<file path="config.mk">
export PLATFORM = sky130hd
export DESIGN_NAME = zorro2_autoconfig
export DESIGN_NICKNAME = d
export VERILOG_FILES = /design/src/rtl/zorro2_autoconfig_pkg.sv /design/src/rtl/zorro2_autoconfig_rom.sv /design/src/rtl/zorro2_autoconfig.sv
export SDC_FILE = /design/constraint.sdc
export NUM_CORES = 1
export LEC_CHECK = 0
export CORE_MARGIN = 1
export CORE_UTILIZATION = 35
export CTS_BUF_LIST = sky130_fd_sc_hd__clkbuf_4
export CTS_CLUSTER_DIAMETER = 50
export DETAILED_ROUTE_END_ITERATION = 8
export PLACE_DENSITY = 0.7
export SLEW_MARGIN = 15
export SYNTH_ARGS = -nofsm -noshare
export SYNTH_HDL_FRONTEND = slang
export SYNTH_SLANG_ARGS = --single-unit
</file>
<file path="constraint.sdc">
create_clock -name cpu_clk -period 5 [get_ports cpu_clk]
set_input_delay 0.5 -clock cpu_clk [delete_from_list [all_inputs] [get_ports cpu_clk]]
set_output_delay 0.5 -clock cpu_clk [all_outputs]
set_load 0.1 [all_outputs]
</file>
<file path="src/rtl/zorro2_autoconfig_pkg.sv">
// Shared types, register offsets and size decoding for the Zorro II AutoConfig controller.
package zorro2_autoconfig_pkg;

  typedef enum logic [1:0] {
    ST_UNCFG      = 2'd0,
    ST_CONFIGURED = 2'd1,
    ST_SHUTUP     = 2'd2
  } board_state_e;

  // Byte offsets within the $E80000 config window
  localparam logic [6:0] OFS_TYPE    = 7'h00;
  localparam logic [6:0] OFS_BASE_HI = 7'h48;
  localparam logic [6:0] OFS_BASE_LO = 7'h4A;
  localparam logic [6:0] OFS_SHUTUP  = 7'h4C;
  localparam logic [6:0] OFS_ZERO    = 7'h40;

  // Which of A23..A16 take part in the base compare for a given er_Type size code
  function automatic logic [7:0] size_mask(input logic [2:0] size);
    case (size)
      3'b001:  return 8'hFF;
      3'b010:  return 8'hFE;
      3'b011:  return 8'hFC;
      3'b100:  return 8'hF8;
      3'b101:  return 8'hF0;
      3'b110:  return 8'hE0;
      3'b111:  return 8'hC0;
      default: return 8'h80;
    endcase
  endfunction

endpackage

</file>
<file path="src/rtl/zorro2_autoconfig_rom.sv">
// Per-board AutoConfig nibble ROM; returns the D15..D12 value for one config-space offset.
module zorro2_autoconfig_rom
  import zorro2_autoconfig_pkg::*;
#(
  parameter logic [7:0]  ER_TYPE    = 8'hC1,
  parameter logic [7:0]  ER_PRODUCT = 8'h00,
  parameter logic [7:0]  ER_FLAGS   = 8'h00,
  parameter logic [15:0] ER_MANUF   = 16'h0000,
  parameter logic [31:0] ER_SERIAL  = 32'h0,
  parameter logic        CHAIN      = 1'b0
) (
  input  logic [5:0] idx_i,
  output logic [3:0] nib_o
);

  localparam logic [7:0] TYPE_EFF = {ER_TYPE[7:4], CHAIN, ER_TYPE[2:0]};

  logic [6:0] ofs;
  assign ofs = {idx_i, 1'b0};

  // Only the type byte and the $40 pair are presented true; everything else is inverted
  always_comb begin
    nib_o = 4'hF;
    case (ofs)
      OFS_TYPE:       nib_o = TYPE_EFF[7:4];
      OFS_TYPE + 7'h2: nib_o = TYPE_EFF[3:0];
      7'h04:          nib_o = ~ER_PRODUCT[7:4];
      7'h06:          nib_o = ~ER_PRODUCT[3:0];
      7'h08:          nib_o = ~ER_FLAGS[7:4];
      7'h0A:          nib_o = ~ER_FLAGS[3:0];
      7'h10:          nib_o = ~ER_MANUF[15:12];
      7'h12:          nib_o = ~ER_MANUF[11:8];
      7'h14:          nib_o = ~ER_MANUF[7:4];
      7'h16:          nib_o = ~ER_MANUF[3:0];
      7'h18:          nib_o = ~ER_SERIAL[31:28];
      7'h1A:          nib_o = ~ER_SERIAL[27:24];
      7'h1C:          nib_o = ~ER_SERIAL[23:20];
      7'h1E:          nib_o = ~ER_SERIAL[19:16];
      7'h20:          nib_o = ~ER_SERIAL[15:12];
      7'h22:          nib_o = ~ER_SERIAL[11:8];
      7'h24:          nib_o = ~ER_SERIAL[7:4];
      7'h26:          nib_o = ~ER_SERIAL[3:0];
      OFS_ZERO:       nib_o = 4'h0;
      OFS_ZERO + 7'h2: nib_o = 4'h0;
      default:        nib_o = 4'hF;
    endcase
  end

endmodule

</file>
<file path="src/rtl/zorro2_autoconfig.sv">
// Zorro II AutoConfig controller presenting NUM_BOARDS logical boards in sequence.
// Optional: define AUTOCONFIG_SHUTUP_EN to honour $4C/$4E shut-up writes.
module zorro2_autoconfig
  import zorro2_autoconfig_pkg::*;
#(
  parameter int                        NUM_BOARDS    = 2,
  parameter logic [8*NUM_BOARDS-1:0]   BOARD_TYPE    = {8'hC1, 8'hE6},
  parameter logic [8*NUM_BOARDS-1:0]   BOARD_PRODUCT = {8'h12, 8'h11},
  parameter logic [8*NUM_BOARDS-1:0]   BOARD_FLAGS   = {8'h00, 8'hC0},
  parameter logic [16*NUM_BOARDS-1:0]  BOARD_MANUF   = {16'h1111, 16'h1111},
  parameter logic [32*NUM_BOARDS-1:0]  BOARD_SERIAL  = '0
) (
  input  logic                      cpu_clk,
  input  logic                      cpu_nreset,
  input  logic [23:1]               cpu_addr,
  input  logic                      cpu_nas,
  input  logic                      cpu_nuds,
  input  logic                      cpu_nlds,
  input  logic                      cpu_rnw,
  input  logic [3:0]                cpu_d_in,
  output logic [3:0]                cpu_d_out,
  output logic                      cpu_d_oe,
  input  logic                      cpu_ncfgin,
  output logic                      cpu_ncfgout,
  output logic [NUM_BOARDS-1:0]     board_sel,
  output logic [8*NUM_BOARDS-1:0]   board_base
);

  board_state_e                 st_q [NUM_BOARDS];
  board_state_e                 st_d [NUM_BOARDS];
  logic [NUM_BOARDS-1:0][7:0]   base_q, base_d;
  logic [NUM_BOARDS-1:0][3:0]   nib;
  logic [NUM_BOARDS-1:0]        act_oh;
  logic                         found;
  logic                         nas_q, read_q, write_q, done_q;
  logic                         cyc_start, read_cycle, write_cycle, commit, cfg_hit;
  logic [3:0]                   rd_nib;
  logic [6:0]                   ofs;
  logic                         unused_bits;

  assign unused_bits = ^{cpu_nlds, cpu_addr[15:7]};
  assign ofs         = {cpu_addr[6:1], 1'b0};

  // Bus cycle tracking; AS high drops the cycle flags without waiting for a clock
  assign cyc_start   = ~cpu_nas & nas_q;
  assign read_cycle  = read_q  & ~cpu_nas;
  assign write_cycle = write_q & ~cpu_nas;
  assign commit      = write_cycle & ~cpu_nuds & ~done_q;

  always_ff @(posedge cpu_clk or negedge cpu_nreset) begin
    if (!cpu_nreset) begin
      nas_q   <= 1'b1;
      read_q  <= 1'b0;
      write_q <= 1'b0;
      done_q  <= 1'b0;
    end else begin
      nas_q <= cpu_nas;
      if (cpu_nas) begin
        read_q  <= 1'b0;
        write_q <= 1'b0;
        done_q  <= 1'b0;
      end else if (cyc_start) begin
        read_q  <= cpu_rnw;
        write_q <= ~cpu_rnw;
        done_q  <= 1'b0;
      end else if (commit) begin
        done_q  <= 1'b1;
      end
    end
  end

  // Active board: lowest index still unconfigured
  always_comb begin
    found  = 1'b0;
    act_oh = '0;
    for (int i = 0; i < NUM_BOARDS; i++) begin
      act_oh[i] = (st_q[i] == ST_UNCFG) & ~found;
      found     = found | (st_q[i] == ST_UNCFG);
    end
  end

  assign cfg_hit     = (cpu_addr[23:16] == 8'hE8) & ~cpu_ncfgin & found;
  assign cpu_ncfgout = found;

  always_comb begin
    st_d   = st_q;
    base_d = base_q;
    for (int i = 0; i < NUM_BOARDS; i++) begin
      if (commit && cfg_hit && act_oh[i]) begin
        if (ofs == OFS_BASE_LO) begin
          base_d[i][3:0] = cpu_d_in;
        end else if (ofs == OFS_BASE_HI) begin
          base_d[i][7:4] = cpu_d_in;
          st_d[i]        = ST_CONFIGURED;
        end
`ifdef AUTOCONFIG_SHUTUP_EN
        else if ({ofs[6:2], 2'b00} == OFS_SHUTUP) begin
          st_d[i] = ST_SHUTUP;
        end
`endif
      end
    end
  end

  always_ff @(posedge cpu_clk or negedge cpu_nreset) begin
    if (!cpu_nreset) begin
      for (int i = 0; i < NUM_BOARDS; i++) st_q[i] <= ST_UNCFG;
      base_q <= '0;
    end else begin
      for (int i = 0; i < NUM_BOARDS; i++) st_q[i] <= st_d[i];
      base_q <= base_d;
    end
  end

  for (genvar i = 0; i < NUM_BOARDS; i++) begin : g_board
    zorro2_autoconfig_rom #(
      .ER_TYPE    (BOARD_TYPE[8*i +: 8]),
      .ER_PRODUCT (BOARD_PRODUCT[8*i +: 8]),
      .ER_FLAGS   (BOARD_FLAGS[8*i +: 8]),
      .ER_MANUF   (BOARD_MANUF[16*i +: 16]),
      .ER_SERIAL  (BOARD_SERIAL[32*i +: 32]),
      .CHAIN      (i != NUM_BOARDS - 1)
    ) u_rom (
      .idx_i (cpu_addr[6:1]),
      .nib_o (nib[i])
    );

    assign board_sel[i] = (st_q[i] == ST_CONFIGURED) &&
                          (((cpu_addr[23:16] ^ base_q[i]) & size_mask(BOARD_TYPE[8*i +: 3])) == 8'h00);
  end

  always_comb begin
    rd_nib = '0;
    for (int i = 0; i < NUM_BOARDS; i++)
      if (act_oh[i]) rd_nib = rd_nib | nib[i];
  end

  assign cpu_d_oe   = read_cycle & cfg_hit;
  assign cpu_d_out  = cpu_d_oe ? rd_nib : 4'hF;
  assign board_base = base_q;

endmodule

</file>
## Word level (Yosys, flattened, before mapping)

Index checks and enable logic that the tools add are counted.

| operators by class | value |
|---|---|
| shift operators | 0 |
| add/subtract/negate cells | 0 |
| bitwise logic cells | 20 |
| $lt $le $gt $ge | 0 |
| divide/modulo/power cells | 0 |
| reductions and logical operators | 19 |
| equality and inequality tests | 13 |
| multiply operators | 0 |
| mux-type cells | 12 |

Operators by type and width:

| cell | number |
|---|---|
| $eq A6 B4 Y1 const B | 4 |
| $eq A6 B6 Y1 const B | 4 |
| $pmux W4 S5 | 1 |
| $logic_not A8 Y1 | 2 |
| $xor A8 B8 Y8 | 2 |
| $eq A6 B2 Y1 const B | 2 |
| $mux W4 | 3 |
| $pmux W4 S3 | 1 |
| $and A1 B1 Y1 | 9 |
| $eq A8 B8 Y1 const B | 1 |
| $reduce_or A8 Y1 | 1 |
| $logic_not A7 Y1 | 1 |
| $mux W1 | 7 |
| $not A1 Y1 | 7 |
| $eq A6 B1 Y1 const B | 1 |
| $eq A6 B3 Y1 const B | 1 |
| $reduce_and A3 Y1 | 2 |
| $logic_and A1 B1 Y1 | 5 |
| $reduce_or A5 Y1 | 1 |
| $logic_not A2 Y1 | 2 |
| $or A4 B4 Y4 | 1 |
| $reduce_and A2 Y1 | 2 |
| $reduce_bool A3 Y1 | 1 |
| $reduce_bool A2 Y1 | 1 |
| other kinds (2) | 2 |

| storage, ports and cells | value |
|---|---|
| memories kept | 0 |
| bits of input ports | 34 |
| register bits after elaboration | 22 |
| logic and storage cells | 74 |
| bits in latches | 0 |
| memory bits (writable) | 0 |
| memory bits (read-only) | 0 |

## Logic depth before layout (Yosys ltp)

| depth | value |
|---|---|
| depth after elaboration | 7 |
| gate-level depth with buffers | 6 |

## Cells and area by module

From an unflattened synthesis, not the netlist that was laid out.

| unflattened totals | value |
|---|---|
| cell total of the unflattened synthesis | 108 |
| area, all modules | 1283.7 µm² |

Modules (own cells, without submodules):

| module | sequential area each (µm²) | area each (µm²) | cells each | times used |
|---|---|---|---|---|
| zorro2_autoconfig | 551.8 | 1166.1 | 90 | 1 |
| zorro2_autoconfig_rom (g_board[1].u_rom) | 0.0 | 60.1 | 8 | 1 |
| zorro2_autoconfig_rom (g_board[0].u_rom) | 0.0 | 57.6 | 10 | 1 |

## Least setup slack after synthesis

Ideal clock, no wire load.

| timing | value |
|---|---|
| path kind | input-to-output |
| from | in cpu_ncfgin |
| to | out cpu_d_out[0] |
| data arrival time | 6.218 ns |
| slack | -1.718 ns |
| buffers on the path | 0 |
| stages | 4 |
| path through | nor4_1 nand2_1 nor3_1 o311ai_0 |

| on the way | value |
|---|---|
| longest elaborated chain between the ends | 5 |

Ends and longest elaborated chain:

| what | line | text |
|---|---|---|
| start: declaration | zorro2_autoconfig.sv:23 | `input logic cpu_ncfgin,` |
| $not A1 Y1 | zorro2_autoconfig.sv:82 | `assign cfg_hit = (cpu_addr[23:16] == 8'hE8) & ~cpu_ncfgin & found;` |
| $and A1 B1 Y1 (2 in series) | zorro2_autoconfig.sv:82 |  |
| $and A1 B1 Y1 | zorro2_autoconfig.sv:138 | `assign cpu_d_oe = read_cycle & cfg_hit;` |
| net cpu_d_oe | zorro2_autoconfig.sv:22 | `output logic cpu_d_oe,` |
| $mux W4 | zorro2_autoconfig.sv:139 | `assign cpu_d_out = cpu_d_oe ? rd_nib : 4'hF;` |
| end: declaration | zorro2_autoconfig.sv:21 | `output logic [3:0] cpu_d_out,` |

The timed path passes the listed nets, and every way through them passes these cells.

## Worst setup path in the final report

| timing | value |
|---|---|
| from | in cpu_addr[6] (netlist name) |
| to | out cpu_d_out[3] |

| on the way | value |
|---|---|
| longest elaborated chain between the ends | 7 |
| elaborated cells between the ends (all ways) | 20 |

Ends and longest elaborated chain:

| what | line | text |
|---|---|---|
| start: declaration | zorro2_autoconfig.sv:15 | `input logic [23:1] cpu_addr,` |
| $eq A6 B1 Y1 (tied with other cells) | zorro2_autoconfig_rom.sv:24 | `case (ofs)` |
| $reduce_or A8 Y1 (no source line) / $reduce_or A2 Y1 (equally long branches) | -- |  |
| $pmux W4 S3 | zorro2_autoconfig_rom.sv:24 |  |
| $mux W4 | zorro2_autoconfig.sv:135 | `if (act_oh[i]) rd_nib = rd_nib \| nib[i];` |
| $or A4 B4 Y4 | zorro2_autoconfig.sv:135 |  |
| $mux W4 * | zorro2_autoconfig.sv:135 |  |
| $mux W4 * | zorro2_autoconfig.sv:139 |  |

Every way passes the cells marked *; elsewhere a longest branch is shown, timed or not.

==> summary.txt <==
CTS
  – CTS tree: done
  – Hold buffer count at cts: 0
  – Cts bufs inserted: 3
  – Clock sink count: 22
  – Post-CTS Setup Inserts: 0
  – Resized cells post-CTS: 0
  – H-tree Lvls: 1
  – CTS Buffer Depth: 2
  – Clk slew on worst S/H paths: 120 ps
  – Clock Root Buffer: clkbuf_4
  – Worst skew pair latency: 310 ps

Route
  – DR iter-0 viols: 25
  – Pre-Repair DR Iteration Count: 4
  – Routed Wire Length: 2.93 mm
  – Via count: 999
  – Vias per std cell: 4.97
  – Avg WL per Cell: 14.6 um
  – DR DRC count: 0
  – Post-route ant nets: 0

Yosys
  – Count leader, synth: dfrtp_1
  – Largest family of logic cells by synthesized area: simple AND/OR/NAND/NOR gates
  – Syn_nets: 140
  – FF+latch count, synth: 22
  – Ys async rst share: 100%
  – Synth area leader: dfrtp_1
  – Post-synth top cells: 21 x dfrtp_1, 13 x mux2_1, 7 x nand2_1
  – Cell Area, Synth: 1250 um^2
  – Simple-gate portion of the synthesized area: 21.1%
  – Netlist cell types: 38
  – Synth Instances: 106
  – Main flop type after synthesis: dfrtp_1
  – Synth Area in Compound Gates: 8.57%
  – Top cells by area, synth: dfrtp_1 42%, mux2_1 12%, nor4_4 5.1%, xnor2_1 4.2%, xor2_1 3.5%
  – Synth Area in Adders: 0%
  – Mux cell area share after synthesis: 16.0%
  – Top cell type's share of synthesized area: 41.9%
  – Synth warn: 0
  – Mapped Avg Cell Area: 11.8 um^2
  – Post-synthesis sequential area ratio: 44.0%
  – Post-synth EDFFs: 0
  – XOR/XNOR share of the synthesized area: 7.68%

Timing
  – Fin crit period: 3620 ps
  – F_max: 0.276 GHz
  – Final hold violation count: 0
  – Fin crit share: 72.5%
  – Clock Skew: 8.75 ps
  – Pin slew with the least headroom to its limit: 977 ps
  – Setup Viol. Count Final: 0
  – Max-Slew Margin vs Limit: 34.7%
  – Max-slew violation count: 0
  – RSZ-0062 raised after global routing: false
  – Final TNS setup: 0 ps

Floorplanning
  – Die Width: 61.9 um
  – Core Box Area: 3390 um^2
  – Initial core utilization: 37.0%
  – Die Y-Extent: 61.9 um
  – IO Pins: 58
  – Die area: 3830 um^2
  – FP Rows: 21

GRT
  – First-pass GRT wire length: 4.57 mm
  – Largest net degree at the start of global routing: 23
  – All-Layer GR Usage: 16.9%
  – Vias in the first global route: 981
  – Grt ovf: 0
  – Antenna violations before repair: 0

Cells and area
  – Final #Nets: 190
  – Diodes inserted: 0
  – Post-layout util: 53.7%
  – Layout cells sized above 1: 11.6%
  – Layout area overhead: 45.2%

Critical path
  – Critical-path top delay cell: clkdlybuf4s50_1
  – CP Data Required Time: 4500 ps
  – Critical path cell sequence: clkdlybuf4s50_1, or3_1, o31a_1, o221ai_1, clkdlybuf4s50_1
  – Worst Setup Start Kind: primary input
  – Most used cell, CP: clkdlybuf4s50_1
  – Crit path largest cell delay: 1170 ps
  – Setup Crit Path Kind: primary input to primary output
  – Worst-path maximum fanout: 7
  – Crit end category: primary output
  – Data arrival, critical path: 3120 ps

Placement
  – Gpl congestion: 0.871
  – Hpwl dp: 2.35 mm
  – IO buf count: 47

Run
  – Max Cap Viol: 0

Status
  – Status: finished clean

Pwr
  – Leakage power: 0.791 nW
  – Max IR drop VDD: 0.000143 V
  – Cell Pwr Density: 199 nW/um^2

Worst hold path
  – Worst Hold Class: flop to flop
==> cells by family after synthesis <==
group,after synthesis
AO/OA/AOI/OAI,14
buffers and inverters,6
AND/OR/NAND/NOR,35
flip-flops,22
multiplexers,18
XOR/XNOR,11
==> through the flow <==
step                      setup slack [ps]  hold WS, ps  cells  cell area [um^2]  total power [mW]
final                                 1380          498    201              1820             0.363
after global routing                  1230          513    201              1820             0.379
after CTS                             1370          506    201              1820             0.367
after floorplan                       82.2          204    106              1260             0.198
after detailed placement              1360          476    197              1770             0.230
after global placement                1370          470    197              1770             0.228
==> final cells by class <==
class	count	area (um^2)
Multi-Input combinational cell	78	674
Inverter	4	15.0
Sequential cell	22	552
Clock buffer	3	22.5
Timing Repair Buffer	47	470
Clock inverter	1	30.0
Tap cell	46	57.6
Fill cell	298	1570
==> placed cells by master, fill, tap and decap left out, types with 3 or more instances in the layout <==
| cell type | instances |
|---|---|
| clkdlybuf4s50_1 | 47 |
| dfrtp_1 | 21 |
| mux2_1 | 13 |
| nand2_1 | 7 |
| xnor2_1 | 6 |
| xor2_1 | 5 |
| inv_1 | 4 |
| nor2_1 | 4 |
| nor3_1 | 3 |
| a21oi_1 | 3 |
| nor4_4 | 3 |
| mux2_2 | 3 |
| clkbuf_4 | 3 |
==> worst max-delay path, delay by kind of cell <==
kind                   cells  cell delay, ps
buffers and inverters      2            1660
AO/OA/AOI/OAI              2             500
AND/OR/NAND/NOR            1             450
==> registers in the layout, indices dropped and copies added (netlist names) <==
signal,count
write_q,1
board_base,16
read_q,1
st_q,2
done_q,1
nas_q,1
==> worst paths after layout <==
kind	startpoint	endpoint	slack, ps	cells after the start
worst max-delay path	cpu_addr[6]	cpu_d_out[3]	1380	5
worst min-delay path	board_base[1]	board_base[1]	500	1
worst max register to register	st_q[2]	board_base[12]	2930	4
worst min register to register	board_base[1]	board_base[1]	500	1
max in group asynchronous	cpu_nreset	board_base[4]	3700	1
min in group asynchronous	cpu_nreset	board_base[3]	700	1
==> where the power goes <==
part,switching (mW),internal [mW]
clock,0.0560,0.0810
sequential,0.00132,0.180
combinational,0.0212,0.0237
total,0.0785,0.285
==> layer usage <==
layer	up-vias	track usage [%]	share of wire, %
met4	0	4.76	1.4
met5	-	0	0
met3	4	4.14	4.0
met2	28	28.7	49
li1	487	-	-
met1	480	21.4	46
Power figures use the tool's default switching activity.
